`src/rtl/pipe_ctrl.sv`:
```
// Pipeline sequencing controller: merges stall requests, sequences branch flushes
// and in-flight fetch discard, and runs a stall watchdog. Optional perf counters via PIPE_CTRL_PERF_EN.
module pipe_ctrl #(
  parameter int unsigned WDOG_LIMIT = 1024,
  parameter int unsigned WDOG_W     = 11
) (
  input  logic        clk_in,
  input  logic        rst_in,
  input  logic        rdy_in,
  input  logic        stallreq_if_in,
  input  logic        stallreq_id_in,
  input  logic        stallreq_mem_in,
  input  logic        branch_flag_in,
  input  logic        if_busy_in,
  input  logic        if_done_in,
  output logic [5:0]  stall,
  output logic        flush_out,
  output logic        if_discard_out,
  output logic        hang_out,
  output logic [31:0] perf_stall_cnt,
  output logic [31:0] perf_flush_cnt
);

  localparam logic [WDOG_W-1:0] WDOG_MAX = WDOG_W'(WDOG_LIMIT);

  typedef enum logic {
    ST_RUN     = 1'b0,
    ST_DISCARD = 1'b1
  } state_e;

  state_e            state_q, state_d;
  logic [WDOG_W-1:0] wdog_q, wdog_d;
  logic              hang_q, hang_d;
  logic              stall_any;

  // Priority-merged stall vector; a frozen core holds every stage.
  always_comb begin
    stall = 6'b000000;
    if (!rdy_in)
      stall = 6'b111111;
    else if (stallreq_mem_in)
      stall = 6'b011111;
    else if (stallreq_id_in)
      stall = 6'b000111;
    else if (stallreq_if_in || (state_q == ST_DISCARD))
      stall = 6'b000011;
  end

  // A branch parked in EX behind a MEM stall flushes once, when EX advances.
  assign flush_out      = branch_flag_in & ~stall[3];
  assign stall_any      = |stall;
  assign if_discard_out = (state_q == ST_DISCARD);
  assign hang_out       = hang_q;

  always_ff @(posedge clk_in or negedge rst_in) begin
    if (!rst_in) state_q <= ST_RUN;
    else         state_q <= state_d;
  end

  always_comb begin
    state_d = state_q;
    if (rdy_in) begin
      case (state_q)
        ST_RUN:     if (flush_out && if_busy_in && !if_done_in) state_d = ST_DISCARD;
        ST_DISCARD: if (if_done_in) state_d = ST_RUN;
        default:    state_d = ST_RUN;
      endcase
    end
  end

  // Watchdog: saturating run-length of stalled ready cycles, sticky hang flag.
  always_comb begin
    wdog_d = wdog_q;
    hang_d = hang_q;
    if (rdy_in) begin
      if (stall_any)
        wdog_d = (wdog_q == WDOG_MAX) ? wdog_q : wdog_q + WDOG_W'(1);
      else
        wdog_d = '0;
      if (wdog_d == WDOG_MAX) hang_d = 1'b1;
    end
  end

  always_ff @(posedge clk_in or negedge rst_in) begin
    if (!rst_in) begin
      wdog_q <= '0;
      hang_q <= 1'b0;
    end else begin
      wdog_q <= wdog_d;
      hang_q <= hang_d;
    end
  end

`ifdef PIPE_CTRL_PERF_EN
  logic [31:0] perf_stall_q, perf_flush_q;

  always_ff @(posedge clk_in or negedge rst_in) begin
    if (!rst_in) begin
      perf_stall_q <= 32'h0;
      perf_flush_q <= 32'h0;
    end else begin
      if (rdy_in && stall_any) perf_stall_q <= perf_stall_q + 32'd1;
      if (flush_out)           perf_flush_q <= perf_flush_q + 32'd1;
    end
  end

  assign perf_stall_cnt = perf_stall_q;
  assign perf_flush_cnt = perf_flush_q;
`else
  assign perf_stall_cnt = 32'h0;
  assign perf_flush_cnt = 32'h0;
`endif

endmodule
```
`config.mk`:
```
export PLATFORM = sky130hd
export DESIGN_NAME = pipe_ctrl
export DESIGN_NICKNAME = d
export VERILOG_FILES = /design/src/rtl/pipe_ctrl.sv
export SDC_FILE = /design/constraint.sdc
export NUM_CORES = 1
export LEC_CHECK = 0
export CORE_MARGIN = 2
export CORE_UTILIZATION = 41
export CTS_CLUSTER_DIAMETER = 50
export DETAILED_ROUTE_END_ITERATION = 8
export PLACE_DENSITY = 0.95
export SYNTH_ARGS = -nofsm -noshare
export SYNTH_HDL_FRONTEND = slang
export SYNTH_SLANG_ARGS = --single-unit
```
`constraint.sdc`:
```
create_clock -name clk_in -period 6.7 [get_ports clk_in]
set_clock_uncertainty 0.2 [all_clocks]
set_input_delay 2.01 -clock clk_in [delete_from_list [all_inputs] [get_ports clk_in]]
set_output_delay 2.01 -clock clk_in [all_outputs]
set_load 0.02 [all_outputs]
```
==> flow_summary_export.csv, run 1 <==
group,metric,value,unit
drt,wl_per_cell,9.90,um
floorplanning,io_pins,82,
placed_design,hpwl,1880,um
yosys,synth_ff_type,"dfrtp_1",
setup_path,crit_path_start,"rdy_in",
clocking,clockBufferDepth,2,
hold_path,hold_end,"hang_out",
timing,finalCritPeriodShare,0.925,
power_and_ir_drop,power_per_cell_area,218,nW/um2
cells_and_area,diodes,0,
yosys,ys_ff_latch,13,
job,maxCapViolCount,0,
cells_and_area,final_nets,196,
global_route,grt_overflow_total,0,
timing,setup_viol,0,
cells_and_area,area.growth.synth_to_final,-1.71,%
global_route,grt_pass1_vias,829,
floorplanning,die_w,62.2,um
power_and_ir_drop,finalPower,298,uW
drt,first_pass_iters,4,
setup_path,cp.required,4490,ps
drt,drt_iter0_drc,41,
setup_path,timing.rr.end,"hang_out",
placed_design,routabilityCongestion,0.922,
floorplanning,row_count,21,
global_route,grt_pass1_wl,3810,um
timing,slew_headroom,0.594,
floorplanning,die_y,62.2,um
global_route,grt_use_total,0.117,
timing,tns,0,ps
timing,tightestPinTransition,603,ps
timing,min_period,6200,ps
setup_path,cp-start-kind,"primary input",
timing,rsz0062_at_grt,"no",
timing,finalHoldViolCount,0,
drt,via_count,989,
clocking,insertion_delay,270,ps
setup_path,reg2regPathDepth,7,
clocking,clk_pin_slew,70,ps
clocking,h-tree-depth,1,
clocking,post_cts.repair.setup_buffers,0,
drt,drc,0,
yosys,ys_warn_count,0,
clocking,hold_buffers,0,
setup_path,rrSetupSlack,4510,ps
power_and_ir_drop,leakagePower,0.000626,uW
yosys,synthCells,168,
hold_path,hold_path.startpoint,"hang_out",
clocking,cts_buffers,3,
yosys,synth-seq-area-share,0.235,
placed_design,io_buffers,17,
setup_path,arrival,3990,ps
floorplanning,die_area,3860,um2
yosys,synth_edf_count,0,
clocking,root_buffer,"clkbuf_4",
floorplanning,core_area,3280,um2
cells_and_area,n_fill_cell,334,
drt,ant_nets,0,
hold_path,hold_depth,1,
setup_path,end_kind,"output pin",
timing,maxSlewViolCount,0,
global_route,grt_max_degree,14,
yosys,ys_async_sr_fraction,1.00,
timing,max_clock_freq,161,MHz
setup_path,path_class,"in -> out",
status,status,"complete, no violations",
hold_path,hp-class,"reg -> reg",
clocking,tritoncts,"yes",
floorplanning,start_util,0.422,
setup_path,rr_startpoint,"wdog_q[0]",
yosys,synth_cell_types,41,
setup_path,crit_fanout,10,
drt,vias_per_cell,4.30,
clocking,cts.sinks,13,
cells_and_area,drive_above_1_share,0.0707,
power_and_ir_drop,ir_worst_vdd,0.147,mV
drt,finalWirelength,2280,um
global_route,antenna_found_initial,0,
yosys,synth.avg_cell_area,8.25,um2
yosys,syn_area,1390,um2
clocking,postCtsResizedCells,0,
-- metal layers --
layer | up-vias | share of wire | global-route usage
met5 | - | 0 | 0
met4 | 0 | 0 | 0.0111
met3 | 0 | 0.11 | 0.0290
met2 | 65 | 0.51 | 0.201
met1 | 451 | 0.38 | 0.155
li1 | 473 | - | -
-- Yosys cell counts, types with 2 or more instances --
master    count  area share
o21ai_0      10       0.036
nor4_1        4       0.018
ha_1          2       0.018
inv_1         4       0.011
xnor2_1       3       0.019
a21oi_1       2      0.0072
buf_4        68        0.37
inv_2         2      0.0054
o21ai_1       3       0.011
nor2_1        5       0.014
nand4_1       2      0.0090
o31ai_1       3       0.016
nand2b_1      3       0.014
and2_1        2      0.0090
dfrtp_1      13        0.23
nand2_1      10       0.027
nor2_2        2      0.0090
nor3_1        3       0.011
nand3_1       5       0.018
-- stage by stage --
stage          cells   util  worst slack [ps]  hold slack, ps  cell area (um2)
2_1_floorplan    231      -              1320             289             1620
3_3_place_gp     226  0.407               582             266             1340
3_5_place_dp     226  0.407               548             284             1340
4_1_cts          230  0.415               528             300             1360
5_1_grt          230  0.415               396             305             1360
6_report         230  0.415               504             279             1360
-- layout by cell type, fill, tap and decap left out, types with 4 or more instances in the layout --
| cell type | n |
|---|---|
| dfrtp_1 | 13 |
| inv_1 | 4 |
| nand3_1 | 5 |
| clkdlybuf4s50_1 | 17 |
| conb_1 | 64 |
| nand2_1 | 10 |
| nor2_1 | 5 |
| o21ai_0 | 10 |
| nor4_1 | 4 |
-- cell families (layout without fill, tap and decap cells) --
| group | Yosys count | count (layout) | synth area share |
|---|---|---|---|
| AND/OR/NAND/NOR | 46 | 46 | 0.196 |
| multiplexers | 1 | 1 | 0.00812 |
| other | 1 | 64 | 0.00270 |
| flip-flops | 13 | 13 | 0.235 |
| AO/OA/AOI/OAI | 26 | 26 | 0.123 |
| adder cells (fa/ha/maj) | 2 | 2 | 0.0180 |
| buffers and inverters | 75 | 28 | 0.393 |
| XOR/XNOR | 4 | 4 | 0.0253 |
-- worst max-delay path, stage by stage --
cell             delay (ps)
clkdlybuf4s50_1         690
inv_2                   160
nor2_2                  160
inv_2                    70
nor4_4                  120
buf_4                   190
inv_1                    60
clkdlybuf4s50_1         530
-- worst max path at each step --
stage | endpoint | slack (ps) | depth (start not counted)
2_1_floorplan | stall[1] | 1320 | 7
6_report | stall[1] | 500 | 8
3_3_place_gp | stall[1] | 580 | 8
5_1_grt | stall[0] | 400 | 8
3_5_place_dp | stall[1] | 550 | 8
4_1_cts | stall[1] | 530 | 8
-- cell type report --
| type | count | area, um2 | share of cell area |
|---|---|---|---|
| timing repair buffer | 18 | 178 | 0.130 |
| clock buffer | 4 | 26.3 | 0.0193 |
| sequential | 13 | 325 | 0.239 |
| multi-input combinational | 143 | 753 | 0.553 |
| tap | 46 | 57.6 | 0.0422 |
| inverter | 6 | 22.5 | 0.0165 |
-- registers in the layout, summed over array words and instances (netlist names) --
register / count
wdog_q: 11
hang_out: 1
if_discard_out: 1
-- where the power goes --
part | internal [uW] | leakage (uW) | switching (uW) | total, uW
clock | 23.1 | 0.0000150 | 23.5 | 46.6
combinational | 44.8 | 0.000443 | 78.9 | 124
sequential | 96.9 | 0.000167 | 30.3 | 127
total | 165 | 0.000626 | 133 | 298
Power figures use the tool's default switching activity.
==> run 2: changes to the inputs <==
Settings changed: CAP_MARGIN set to 20.
==> results of run 2 <==
No change in the layout: final DEF, timing and power equal those of run 1.
